[config.mk]
export PLATFORM = sky130hd
export DESIGN_NAME = ecc_scalar_mult_ctrl_flat
export DESIGN_NICKNAME = d
export VERILOG_FILES = /design/src/rtl/ecc_scalar_mult_ctrl_if.sv /design/src/rtl/ecc_scalar_mult_ctrl.sv /design/src/flat_wrapper.sv
export SDC_FILE = /design/constraint.sdc
export NUM_CORES = 1
export LEC_CHECK = 0
export CAP_MARGIN = 30
export CORE_MARGIN = 5
export CORE_UTILIZATION = 50
export CTS_BUF_LIST = sky130_fd_sc_hd__clkbuf_16
export DETAILED_ROUTE_END_ITERATION = 10
export PLACE_DENSITY = 0.8
export SLEW_MARGIN = 10
export SYNTH_ARGS = -nofsm -noshare
export SYNTH_HDL_FRONTEND = slang
export SYNTH_SLANG_ARGS = --single-unit
[constraint.sdc]
create_clock -name i_clk -period 6 [get_ports i_clk]
set_clock_uncertainty 0.1 [all_clocks]
set_input_delay 1.2 -clock i_clk [delete_from_list [all_inputs] [get_ports i_clk]]
set_output_delay 1.2 -clock i_clk [all_outputs]
set_load 0.01 [all_outputs]
[src/rtl/ecc_scalar_mult_ctrl_if.sv]
// Command channel between the scalar-multiplication sequencer and the shared GF point-op unit.
// A command is accepted on op_valid & op_ready; op_done pulses once when that command completes.
interface ecc_scalar_mult_ctrl_if;
   logic op_valid;
   logic op_add;
   logic op_ready;
   logic op_done;

   modport master (output op_valid, output op_add, input op_ready, input op_done);
   modport slave  (input op_valid, input op_add, output op_ready, output op_done);
endinterface

[src/rtl/ecc_scalar_mult_ctrl.sv]
// Left-to-right double-and-add sequencer for kP: scans k from MSB to LSB and issues DBL/ADD
// commands to the point-op unit, one outstanding at a time. All outputs are decoded from registers.
module ecc_scalar_mult_ctrl #(
   parameter  int K_WIDTH = 4,
   localparam int IDX_W   = $clog2(K_WIDTH)
) (
   input  logic                     i_clk,
   input  logic                     i_rst_n,
   input  logic                     i_start,
   input  logic [K_WIDTH-1:0]       i_k,
   output logic                     o_busy,
   output logic                     o_done,
   output logic                     o_inf,
   output logic                     o_load_p,
   output logic [IDX_W-1:0]         o_bit_idx,
   ecc_scalar_mult_ctrl_if.master   op_bus
);

   typedef enum logic [2:0] {
      IDLE, SCAN, LOAD, DBL_REQ, DBL_WAIT, ADD_REQ, ADD_WAIT, DONE
   } state_t;

   state_t             r_state, w_state_nxt;
   logic [IDX_W-1:0]   r_idx, w_idx_nxt;
   logic [K_WIDTH-1:0] r_k, w_k_nxt;
   logic               r_inf, w_inf_nxt;

   logic               w_bit;
   logic               w_idx_zero;
   logic [IDX_W-1:0]   w_idx_dec;

   assign w_bit      = r_k[r_idx];
   assign w_idx_zero = (r_idx == '0);
   assign w_idx_dec  = r_idx - IDX_W'(1);

   always_ff @(posedge i_clk or negedge i_rst_n) begin
      if (!i_rst_n) begin
         r_state <= IDLE;
         r_idx   <= '0;
         r_k     <= '0;
         r_inf   <= 1'b0;
      end else begin
         r_state <= w_state_nxt;
         r_idx   <= w_idx_nxt;
         r_k     <= w_k_nxt;
         r_inf   <= w_inf_nxt;
      end
   end

   always_comb begin
      w_state_nxt = r_state;
      w_idx_nxt   = r_idx;
      w_k_nxt     = r_k;
      w_inf_nxt   = r_inf;
      case (r_state)
         IDLE: begin
            if (i_start) begin
               w_k_nxt     = i_k;
               w_idx_nxt   = IDX_W'(K_WIDTH - 1);
               w_inf_nxt   = 1'b0;
               w_state_nxt = SCAN;
            end
         end
         // R is still infinity here, so leading zeros cost one cycle each and no DBL
         SCAN: begin
            if (w_bit) begin
               w_state_nxt = LOAD;
            end else if (w_idx_zero) begin
               w_inf_nxt   = 1'b1;
               w_state_nxt = DONE;
            end else begin
               w_idx_nxt   = w_idx_dec;
            end
         end
         LOAD: begin
            if (w_idx_zero) begin
               w_state_nxt = DONE;
            end else begin
               w_idx_nxt   = w_idx_dec;
               w_state_nxt = DBL_REQ;
            end
         end
         DBL_REQ: begin
            if (op_bus.op_ready) w_state_nxt = DBL_WAIT;
         end
         DBL_WAIT: begin
            if (op_bus.op_done) begin
               if (w_bit) begin
                  w_state_nxt = ADD_REQ;
               end else if (w_idx_zero) begin
                  w_state_nxt = DONE;
               end else begin
                  w_idx_nxt   = w_idx_dec;
                  w_state_nxt = DBL_REQ;
               end
            end
         end
         ADD_REQ: begin
            if (op_bus.op_ready) w_state_nxt = ADD_WAIT;
         end
         ADD_WAIT: begin
            if (op_bus.op_done) begin
               if (w_idx_zero) begin
                  w_state_nxt = DONE;
               end else begin
                  w_idx_nxt   = w_idx_dec;
                  w_state_nxt = DBL_REQ;
               end
            end
         end
         DONE: begin
            w_state_nxt = IDLE;
         end
         default: begin
            w_state_nxt = IDLE;
         end
      endcase
   end

   assign o_busy          = (r_state != IDLE);
   assign o_done          = (r_state == DONE);
   assign o_inf           = r_inf;
   assign o_load_p        = (r_state == LOAD);
   assign o_bit_idx       = r_idx;
   assign op_bus.op_valid = (r_state == DBL_REQ) || (r_state == ADD_REQ);
   assign op_bus.op_add   = (r_state == ADD_REQ);

endmodule

[src/flat_wrapper.sv]
// flat-port wrapper written by rule: the top's interface ports become plain ports
module ecc_scalar_mult_ctrl_flat 
#(
   parameter  int K_WIDTH = 4,
   localparam int IDX_W   = $clog2(K_WIDTH)
)
  (i_clk, i_rst_n, i_start, i_k, o_busy, o_done, o_inf, o_load_p, o_bit_idx, op_bus_op_valid, op_bus_op_add, op_bus_op_ready, op_bus_op_done);
  ecc_scalar_mult_ctrl_if op_bus_i ();
  input  logic i_clk;
  input  logic i_rst_n;
  input  logic i_start;
  input  logic [K_WIDTH-1:0] i_k;
  output logic o_busy;
  output logic o_done;
  output logic o_inf;
  output logic o_load_p;
  output logic [IDX_W-1:0] o_bit_idx;
  output wire logic [$bits(op_bus_i.op_valid)-1:0] op_bus_op_valid;
  output wire logic [$bits(op_bus_i.op_add)-1:0] op_bus_op_add;
  input wire logic [$bits(op_bus_i.op_ready)-1:0] op_bus_op_ready;
  input wire logic [$bits(op_bus_i.op_done)-1:0] op_bus_op_done;
  assign op_bus_op_valid = op_bus_i.op_valid;
  assign op_bus_op_add = op_bus_i.op_add;
  assign op_bus_i.op_ready = op_bus_op_ready;
  assign op_bus_i.op_done = op_bus_op_done;
  ecc_scalar_mult_ctrl #(.K_WIDTH(K_WIDTH)) u_core (.i_clk(i_clk), .i_rst_n(i_rst_n), .i_start(i_start), .i_k(i_k), .o_busy(o_busy), .o_done(o_done), .o_inf(o_inf), .o_load_p(o_load_p), .o_bit_idx(o_bit_idx), .op_bus(op_bus_i));
endmodule
---- Word level (Yosys, flattened, before mapping) ----
Cells that the tools add are included.
cells by class
  add/sub/neg operators ................... 1
  magnitude comparators ................... 1
  equal/unequal tests ..................... 15
  mux-type cells .......................... 22
  reduce and logical (&&, ||, !) cells .... 10
operators with widths
  cell                                                                  number
  3-bit two-way mux                                                     9
  3-bit case mux with 8 select lines                                    1
  3-bit == test, second input constant                                  4
  2-bit two-way mux                                                     5
  2-bit != test, second input constant                                  5
  2-bit case mux with 5 select lines                                    1
  4-bit AND reduction                                                   2
  3-bit by 2-bit == test with 1-bit output, second input constant       2
  6-bit AND reduction                                                   1
  5-bit nonzero test                                                    1
  1-bit two-way mux                                                     4
  2-bit by 1-bit != test with 1-bit output, second input constant       2
  3-bit by 1-bit == test with 1-bit output, second input constant       1
  3-bit zero test                                                       1
  2-bit by 3-bit < comparator with 1-bit output, second input constant  1
  3-bit by 1-bit != test with 1-bit output, second input constant       1
  3-bit nonzero test                                                    1
  1-bit binary-select mux with 2-bit select                             1
  2-bit zero test                                                       1
  1-bit case mux with 2 select lines                                    1
  2-bit AND reduction                                                   1
  2-bit nonzero test                                                    1
  2-bit by 1-bit subtractor with 2-bit output, second input constant    1
  1-bit logical OR                                                      1
storage, ports and cells
  register bits after elaboration ......... 10
  output and inout port bits .............. 8

---- Logic depth before layout (Yosys ltp) ----
Gate-level depths: netlist of run 1.
  word-level depth ........................ 5
  depth in mapped cells ................... 6
  gate-level depth less buffers ........... 6

---- Least setup slack after synthesis of run 1 ----
No wires, ideal clock.
  path kind ............................... input to register
  start point ............................. input port i_start
  end point ............................... register u_core.r_idx[1] (netlist: u_core.o_bit_idx[1])
  library setup time ...................... 0.125 ns
  arrival ................................. 2.178 ns
  path slack .............................. 3.597 ns
  cell stages on the path ................. 4
  buffers on the path ..................... 0
  path through ............................ or3_1 > and3_1 > o2bb2ai_1 > a2111oi_0
between the ends
  word-level cells in the longest chain between the ends .. 2
RTL lines
  element                        RTL line                    source
  start: declaration             flat_wrapper.sv:11          input logic i_start;
  2-bit != test (no line)        -
  4-bit AND reduction (no line)  -
  end signal: assignment         ecc_scalar_mult_ctrl.sv:44  r_idx <= w_idx_nxt;
  end: declaration               ecc_scalar_mult_ctrl.sv:24  logic [IDX_W-1:0] r_idx, w_idx_nxt;
No other way between the ends.
A chain may end at the register's enable or synchronous reset.

---- Final worst setup path of run 1 ----
  start point ............................. register u_core.r_state[1]
  end point ............................... output port o_load_p
between the ends
  word-level cells in the longest chain between the ends .. 1
RTL lines
  element                                   RTL line                     source
  start: declaration                        ecc_scalar_mult_ctrl.sv:23   state_t r_state, w_state_nxt;
  start signal: assignment                  ecc_scalar_mult_ctrl.sv:43   r_state <= w_state_nxt;
  3-bit by 2-bit == test with 1-bit output  ecc_scalar_mult_ctrl.sv:123  assign o_load_p = (r_state == LOAD);
  end: declaration                          flat_wrapper.sv:16           output logic o_load_p;
No other way between the ends.

==> results.md, run 1 <==
* Fmax at roughly 330 MHz
* Die W at 47.2 um
* Worst hold margin at 0.418 ns
* Worst Setup End Kind: output port
* TNS Setup at 0 ns
* Warnings from Yosys at 0
* Antenna violations before repair at 0
* CTS resizes at 0
* Largest net degree at the start of global routing at 15
* DRT Wirelength at between 1.5 and 2 mm
* Max-cap check violation count at 0
* Post-synth cell types at 34
* Max IR drop VDD at 415 uV
* Seq cells post-synth at 10
* Setup Crit Path Kind: flip-flop to output port
* Synthesized Nets at 86
* Power Total at 596 uW
* Fin crit share at 50.3%
* Vias at 665
* Share of cells above drive strength 1 at around an eighth
* CP arrival at 1.72 ns
* Post-route DRC at 0
* # port buffers at 16
* Sink Count at 10
* P_int at 357 uW
* Psw at between 200 and 250 uW
* Nets at ~100
* DR WL/cell at 15.7 um
* Worst setup SP type: flip-flop
* Slew Limit Headroom at 67.9%
* Vias in the first global route at 618
* Commonest non-fill, non-tap cell in the layout: clkdlybuf4s50_1
* Required time of the critical path at between 4 and 5 ns
* Syn Area/Cell at 9.09 um2
* H-tree depth at 1
* Fillers at 106
* Final Critical Period at around 3.0 ns
* Worst-Margin Slew at 0.475 ns
* ANT cells at 0
* Post-Layout Cell Count at 107
* Seq pwr share at 26.8%
* Clock Path Buffers at 2
* Crit Path Max Fanout at 10
* Rows at 13
* CTS tree: yes
* Run status: finished clean
* Final setup vio count at 0
* Total leakage power at 0.380 nW
* RSZ-0062 raised after global routing: false
* Initial DRC count at 18
* GR Util All Layers at 19.2%
* Total iterations of the first detailed-routing run at 6
* Hold crit path type: flip-flop to flip-flop
* Clk pwr share at 19.7%
* Syn Inst Count at 76
* Final Hold Viols at 0
* Post-CTS Setup Repair Bufs at 0
* Routed Antenna Nets at 0
* Grt ovf at 0
* # hold bufs at CTS at 0
* Total CTS buffers at 3
* Vias per cell at between 6 and 7
* CTS root buf: clkbuf_16
* Worst-path clk slew at 0.04 ns
* First-pass GRT wire length at 2.86 mm
* # IOs at 17
* Power Density at 641 nW/um2
* Final worst setup slack at 2.98 ns
* Seq/Total Area, Yosys at 36.2%
* Worst-skew pair later-pin latency at 0.24 ns
* DP Worst Slack at 3.01 ns
* Netlist Area Pre-Place at 691 um2
* Effective utilization at floorplan at 53.1%
* Post-DP HPWL at 1.19 mm
* Comb pwr share at 53.5%
* Die Y at about 47 um
* Core Footprint at ~1300 um2
* Switching Share at 40.1%
* Placed instance count at 103
* Max-slew violations at 0
* Gpl congestion at between 0.9 and 1
* DIE AREA at between 2000 and 2500 um2
* Layout area overhead at 34.8%
* Most frequent cells in the layout: 16 x clkdlybuf4s50_1, 10 x dfrtp_1, 8 x nor3_1
-- cells by family after synthesis --
logic type                 synth area share [%]
xor gates and xnor gates                   1.27
muxes                                      14.5
DFF                                        36.2
adders and majority gates                  1.81
AOI/OAI and AO/OA                          17.0
buffers and inverters                      5.25
and+or+nand+nor                            23.9
-- synth_stat cells --
master,number,area [um2]
inv_1,5,18.8
a31oi_1,2,12.5
nand2b_1,2,12.5
buf_2,2,10.0
o21ai_0,3,15.0
a21oi_1,3,15.0
nor3_1,8,40.0
mux2i_1,1,10.0
a22oi_1,1,7.51
and3_2,1,7.51
ha_1,1,12.5
clkbuf_1,2,7.51
a221o_1,1,10.0
o22ai_1,1,6.26
and4b_1,1,10.0
nor3b_1,1,7.51
and3_1,2,12.5
mux4_2,1,22.5
nor2_1,6,22.5
o21a_1,1,7.51
o32ai_1,1,8.76
o41ai_1,1,8.76
or3_1,1,6.26
nor2b_1,1,6.26
a2111oi_0,1,8.76
or4_1,1,7.51
mux2_2,6,67.6
and2_4,1,8.76
o2bb2ai_1,1,8.76
nor4b_1,1,8.76
nand2_1,4,15.0
dfrtp_1,10,250
o31a_1,1,8.76
xnor2_1,1,8.76
-- flip-flops by register name, summed over array words and instances (netlist names) --
signal / cells
u_core.o_bit_idx: 2
u_core.o_inf: 1
u_core.r_state: 3
u_core.r_k: 4
-- stage by stage --
stage / util, % / cell area, um2
floorplan: - / 691
global placement: 65.5 / 852
detailed placement: 65.5 / 852
CTS: 71.5 / 931
global route: 71.5 / 931
finish: 71.5 / 931
-- power groups by stage --
| stage | registers, mW | clock network, mW | logic, mW |
|---|---|---|---|
| finish | 0.160 | 0.118 | 0.319 |
| global route | 0.169 | 0.124 | 0.352 |
| CTS | 0.159 | 0.119 | 0.320 |
| detailed placement | 0.159 | 0 | 0.313 |
| global placement | 0.158 | 0 | 0.309 |
| floorplan | 0.130 | 0 | 0.244 |
-- cell type report --
cell class / count / area, um2 / area share (%)
Clock buffer: 3 / 75.1 / 8.06
Clock inverter: 1 / 3.75 / 0.403
Inverter: 5 / 18.8 / 2.02
Multi-Input combinational cell: 57 / 404 / 43.4
Sequential cell: 10 / 250 / 26.9
Tap cell: 15 / 18.8 / 2.02
Timing Repair Buffer: 16 / 160 / 17.2
-- layer usage --
| metal | part of all wire [%] | track usage (%) | up-vias |
|---|---|---|---|
| met5 | 0 | 0 | - |
| met4 | 2.7 | 9.39 | 0 |
| met3 | 6.8 | 6.90 | 6 |
| met2 | 49 | 29.5 | 28 |
| met1 | 41 | 23.6 | 315 |
| li1 | - | - | 316 |
-- worst max-delay path, cell delays in order, from the launching register on --
cell and delay [ns]:
dfrtp_1 0.54, inv_1 0.20, nor3_1 0.20, clkdlybuf4s50_1 0.56
-- worst paths after layout --
kind	endpoint	from	cells past startpoint	slack [ns]
hold reg to reg	u_core.r_k[2]	u_core.r_k[2]	1	0.42
setup reg to reg	u_core.r_state[2]	u_core.o_bit_idx[0]	4	3.94
setup / recovery	o_load_p	u_core.r_state[1]	3	2.98
min in group asynchronous	u_core.r_k[0]	i_rst_n	1	1.19
hold / removal	u_core.r_k[2]	u_core.r_k[2]	1	0.42
max in group asynchronous	u_core.r_k[1]	i_rst_n	1	4.30
No activity file was read; power rests on OpenSTA's default activity.
==> inputs of run 2 (changes only) <==
- CORE_UTILIZATION: 50 -> 47
- PLACE_DENSITY: 0.8 -> 0.76
- clock period: 6 -> 3 ns (I/O delays scaled with it)
==> run 2 against run 1 <==
Effect of this change:
- worst setup slack got worse by 2.4 ns
- flip-flop and latch count unchanged
- critical path type unchanged
- combinational power increased by 97%
- largest power group unchanged
- register-to-register slack got worse by 3.0 ns
- first-iteration DRC count decreased by 11%
==> results.md, run 2 (synthesis results as in run 1) <==
* Post-route DRC at 0 (unchanged)
* Total leakage power at 0.379 nW (-0.41%)
* H-tree depth at 1 (unchanged)
* Total iterations of the first detailed-routing run at 4 (-2)
* ANT cells at 0 (unchanged)
* Crit path from: u_core.r_state[1]
* Final Util at 68.7% (-2.9 points)
* Post-DP HPWL at 1.27 mm (+6.6%)
* Nets at 103 (unchanged)
* Vias at 651 (-2.1%)
* Commonest non-fill, non-tap cell in the layout: clkdlybuf4s50_1
* Clock Path Buffers at 2 (unchanged)
* Post-CTS Setup Repair Bufs at 0 (unchanged)
* First-pass GRT wire length at 3.00 mm (+4.8%)
* DP Worst Slack at 0.643 ns (-2.37 ns)
* CTS tree: yes
* Hold crit path type: flip-flop to flip-flop
* GR Util All Layers at 15.7% (-3.4 points)
* Post-Layout Cell Count at 106 (-0.93%)
* Worst-Margin Slew at 0.482 ns (+0.00760 ns)
* Routed Antenna Nets at 0 (unchanged)
* DIE AREA at 2340 um2 (+5.0%)
* Worst-path clk slew at 0.04 ns (about the same)
* Die Y at 48.3 um (+2.5%)
* # port buffers at 16 (unchanged)
* Gpl congestion at 0.952 (-3.4%)
* Reg area at 250 um2 (unchanged)
* Final worst setup slack at 0.578 ns (-2.40 ns)
* CP arrival at 1.72 ns (about the same)
* Worst setup SP type: flip-flop
* Worst path slowest cell: clkdlybuf4s50_1
* Die W at 48.3 um (+2.5%)
* Effective utilization at floorplan at 51.2% (-1.9 points)
* Layout area overhead at 34.2%
* Run status: finished clean
* Multi-input logic area at 404 um2 (unchanged)
* Largest net degree at the start of global routing at 15 (unchanged)
* Worst Setup End Kind: output port
* Core Footprint at 1350 um2 (+3.7%)
* Sink Count at 10 (unchanged)
* # hold bufs at CTS at 0 (unchanged)
* Max-slew violations at 0 (unchanged)
* CTS resizes at 0 (unchanged)
* Initial DRC count at 16 (-2)
* Final Critical Period at 2.42 ns
* Max reg flops at 4 (unchanged)
* Required time of the critical path at 2.30 ns (-2.40 ns)
* Placed instance count at 103 (unchanged)
* Biggest register: u_core.r_k
* Grt ovf at 0 (unchanged)
* Final setup vio count at 0 (unchanged)
* Power Total at 1.18 mW (+97%)
* Most frequent cells in the layout: 16 x clkdlybuf4s50_1, 10 x dfrtp_1, 8 x nor3_1
* CTS root buf: clkbuf_16
* Worst-skew pair later-pin latency at 0.23 ns (about the same)
* RSZ-0062 raised after global routing: false
* Critical path cell sequence: inv_1 > nor3_1 > clkdlybuf4s50_1
* Vias per cell at 6.14 (-1.2%)
* Crit Path Max Fanout at 10 (unchanged)
* Fmax at 413 MHz
* Vias in the first global route at 621 (+0.49%)
* Antenna violations before repair at 0 (unchanged)
* Power Density at 1270 nW/um2 (+98%)
* Fillers at 112 (+5.7%)
* Final Hold Viols at 0 (unchanged)
* TNS Setup at 0 ns (unchanged)
* Setup Crit Path Kind: flip-flop to output port
* Total CTS buffers at 3 (unchanged)
* DRT Wirelength at 1.66 mm (-1.3%)
* Rows at 13 (unchanged)
* Slew Limit Headroom at 67.7% (-0.16 points)
* Reg2reg start: u_core.o_bit_idx[0]
* DR WL/cell at 15.7 um (-0.38%)
* # IOs at 17 (unchanged)
* Worst Hold Launch: u_core.r_k[2]
* Share of cells above drive strength 1 at 13.2% (+0.14 points)
* Max-cap check violation count at 0 (unchanged)
* Critical Path Max Stage Delay at 0.56 ns (about the same)
* Max IR drop VDD at 649 uV (+56%)
* Fin crit share at 80.7%
-- run 2: cell types whose count changed in the layout (fill, tap and decap cells not counted) --
cell / delta
clkinv_1: -1
-- run 2: layout make-up --
type / count / share of cell area [%]
multi-input cells: 57 / 43.6
flip-flops and latches: 10 / 27.0
repair buffers: 16 / 17.3
clock buffers: 3 / 8.10
inverters: 5 / 2.02
well taps: 15 / 2.02
-- run 2: stage by stage --
step,instance area (um2),hold slack (ns)
2_1_floorplan,691,0.204
4_1_cts,927,0.433
6_report,927,0.431
5_1_grt,927,0.472
3_3_place_gp,852,0.411
3_5_place_dp,852,0.424
-- run 2: where the power goes --
part           internal [mW]  switching, mW  leakage [nW]
Clock                  0.172         0.0562        0.0370
Combinational          0.337          0.290         0.221
Sequential             0.203          0.119         0.121
Total                  0.713          0.464         0.379
-- run 2: worst max-delay path: cells and delay by family (launching register included) --
kind,cells,cell delay [ns]
buffers and inverters,2,0.75
flip-flops,1,0.53
AND/OR/NAND/NOR,1,0.20
-- run 2: worst paths after layout --
kind / to / slack, ns / cells past startpoint
max: o_load_p / 0.58 / 3
min: u_core.r_k[2] / 0.43 / 1
max reg2reg: u_core.r_state[2] / 0.95 / 4
min reg2reg: u_core.r_k[2] / 0.43 / 1
max in group asynchronous: u_core.r_k[0] / 1.87 / 1
min in group asynchronous: u_core.r_state[2] / 0.60 / 1
-- run 2: layer usage --
| metal | share of wire (%) | global-route usage, % | wire [um] |
|---|---|---|---|
| met5 | 0 | 0 | 0 |
| met4 | 0 | 4.61 | 0 |
| met3 | 5.0 | 4.89 | 83 |
| met2 | 47 | 23.0 | 773 |
| met1 | 48 | 21.8 | 806 |
==> inputs of run 3 (changes only) <==
- CORE_UTILIZATION: 47 -> 42
- PLACE_DENSITY: 0.76 -> 0.71
- clock period: 3 -> 2 ns (I/O delays scaled with it)
==> run 3 against run 2 <==
Effect of this change:
- combinational power up 85%
- critical path depth up 1
- non-clock buffer count up 10
- global-route usage down 1.2 points
- clock power up 52%
- via count up 4.5%
- first-iteration DRC count up 44%
- total power up 66%
- flip-flop and latch count unchanged
- largest cell class unchanged
- largest power group unchanged
==> results.md, run 3 (synthesis results as in run 1) <==
* Run status: finished clean
* Share of cells above drive strength 1 at 25.5% (+12 points)
* Max-cap check violation count at 0 (unchanged)
* Slew Limit Headroom at 70.4% (+2.7 points)
* Layout area overhead at 47.3%
* Crit Path Max Fanout at 4 (-6)
* Nets at 113 (+9.7%)
* Post-CTS Setup Repair Bufs at 0 (unchanged)
* DP Worst Slack at -0.118 ns (-0.761 ns)
* # hold bufs at CTS at 0 (unchanged)
* Fmax at between 500 and 600 MHz
* Largest net degree at the start of global routing at 11 (-4)
* Power Density at 1920 nW/um2 (+51%)
* Die W at 50.6 um (+4.6%)
* Max reg flops at 4 (unchanged)
* Reg2Reg Setup Slack at 0.07 ns (-0.88 ns)
* Max-slew violations at 0 (unchanged)
* CTS tree: yes
* Total CTS buffers at 3 (unchanged)
* Final Hold Viols at 0 (unchanged)
* Worst-path clk slew at 0.04 ns (about the same)
* Antenna violations before repair at 0 (unchanged)
* Reg2reg start: u_core.o_bit_idx[0]
* Final worst setup slack at 0.0662 ns (-0.512 ns)
* H-tree depth at 1 (unchanged)
* Vias at 680 (+4.5%)
* Post-DP HPWL at 1.37 mm (+7.9%)
* Reg2reg end: u_core.r_state[2]
* R2r worst-path depth at 4 (unchanged)
* Effective utilization at floorplan at 44.8% (-6.4 points)
* Most frequent cells in the layout: 14 x clkdlybuf4s50_1, 10 x buf_4, 8 x nor3_1
* TNS Setup at 0 ns (unchanged)
* Final setup vio count at 0 (unchanged)
* CTS root buf: clkbuf_16
* First-pass GRT wire length at 2.90 mm (-3.2%)
* Post-route DRC at 0 (unchanged)
* Max IR drop VDD at 1160 uV (+78%)
* Final Critical Period at approximately 1.9 ns
* ANT cells at 0 (unchanged)
* # port buffers at 16 (unchanged)
* Total iterations of the first detailed-routing run at 4 (unchanged)
* Vias per cell at 5.76 (-6.2%)
* Clock Path Buffers at 2 (unchanged)
* Setup Crit Path Kind: flip-flop to flip-flop
* Commonest non-fill, non-tap cell in the layout: clkdlybuf4s50_1
* Core Footprint at 1540 um2 (+14%)
* Vias in the first global route at 648 (+4.3%)
* Worst-skew pair later-pin latency at 0.23 ns (about the same)
* CP arrival at 1.95 ns (+0.23 ns)
* Final instance area at 1020 um2 (+9.7%)
* Gpl congestion at 0.892 (-6.3%)
* Initial DRC count at 23 (+7)
* Worst Setup End Kind: flip-flop
* Routed Antenna Nets at 0 (unchanged)
* Critical path cell sequence: mux4_2 > and2_4 > or4_1 > and4b_1
* Biggest register: u_core.r_k
* GR Util All Layers at 14.5% (-1.2 points)
* Fin crit share at 96.7%
* Grt ovf at 0 (unchanged)
* Total leakage power at 0.455 nW (+20%)
* DR WL/cell at 15.4 um (-1.7%)
* DIE AREA at 2560 um2 (+9.4%)
* Die Y at 50.6 um (+4.6%)
* Rows at 14 (+1)
* Worst-Margin Slew at 0.440 ns (-0.0423 ns)
* Required time of the critical path at 2.01 ns (-0.29 ns)
* Placed cell areas at 928 um2 (+9.0%)
* DRT Wirelength at 1.82 mm (+9.4%)
* Worst path slowest cell: mux4_2
* # IOs at 17 (unchanged)
* Critical Path Max Stage Delay at 0.53 ns (-0.03 ns)
* RSZ-0062 raised after global routing: false
* Worst setup SP type: flip-flop
* Sink Count at 10 (unchanged)
* Hold crit path type: primary input to async pin
-- run 3: final cells by class --
class                      count  area, um2
clock buffer                   3       75.1
clock inverter                 1       3.75
fill                         131        524
inverter                       5       18.8
multi-input combinational     57        404
sequential                    10        255
tap                           16       20.0
timing repair buffer          26        240
-- run 3: power breakdown --
part           total (mW)  switching, mW  internal [mW]
combinational        1.16          0.534          0.623
sequential          0.446          0.131          0.315
clock               0.349         0.0879          0.261
total                1.95          0.754           1.20
-- run 3: routing by layer --
metal  track usage [%]  part of all wire [%]  vias to the layer above
met2              21.1                    47                       22
met4              3.83                  0.88                        0
met3              4.73                   4.9                        2
met1              20.5                    47                      318
met5                 0                     0                        -
li1                  -                     -                      338
-- run 3: worst max-delay path: cells and delay by family, from the launching register on --
| family | cells | cell delay (ns) |
|---|---|---|
| mux | 1 | 0.53 |
| simple gates | 3 | 0.79 |
| flops | 1 | 0.40 |
-- run 3: worst max-delay path by stage --
stage	from	to	slack, ns
after floorplan	u_core.o_bit_idx[0]	u_core.r_state[2]	0.004
after global placement	i_start	u_core.o_bit_idx[1]	-0.07
after detailed placement	i_start	u_core.o_bit_idx[1]	-0.12
after CTS	u_core.r_state[2]	op_bus_op_valid	0.002
after global routing	u_core.r_state[2]	o_done	0.002
final	u_core.o_bit_idx[0]	u_core.r_state[2]	0.07
-- run 3: metrics by stage --
| step | cells | total power, mW | util [%] | hold WS, ns |
|---|---|---|---|---|
| after floorplan | 76 | 1.12 | - | 0.00441 |
| after global placement | 114 | 1.57 | 60.2 | 0.414 |
| after detailed placement | 114 | 1.57 | 60.2 | 0.423 |
| after CTS | 118 | 1.95 | 65.5 | 0.395 |
| after global routing | 118 | 2.09 | 66.0 | 0.428 |
| final | 118 | 1.95 | 66.0 | 0.380 |
-- run 3: timing repair --
| item | CTS | global route |
|---|---|---|
| gates resized for setup | 2 | 4 |
| cloned | 0 | 0 |
| endpoints found under the setup margin | 3 | 5 |
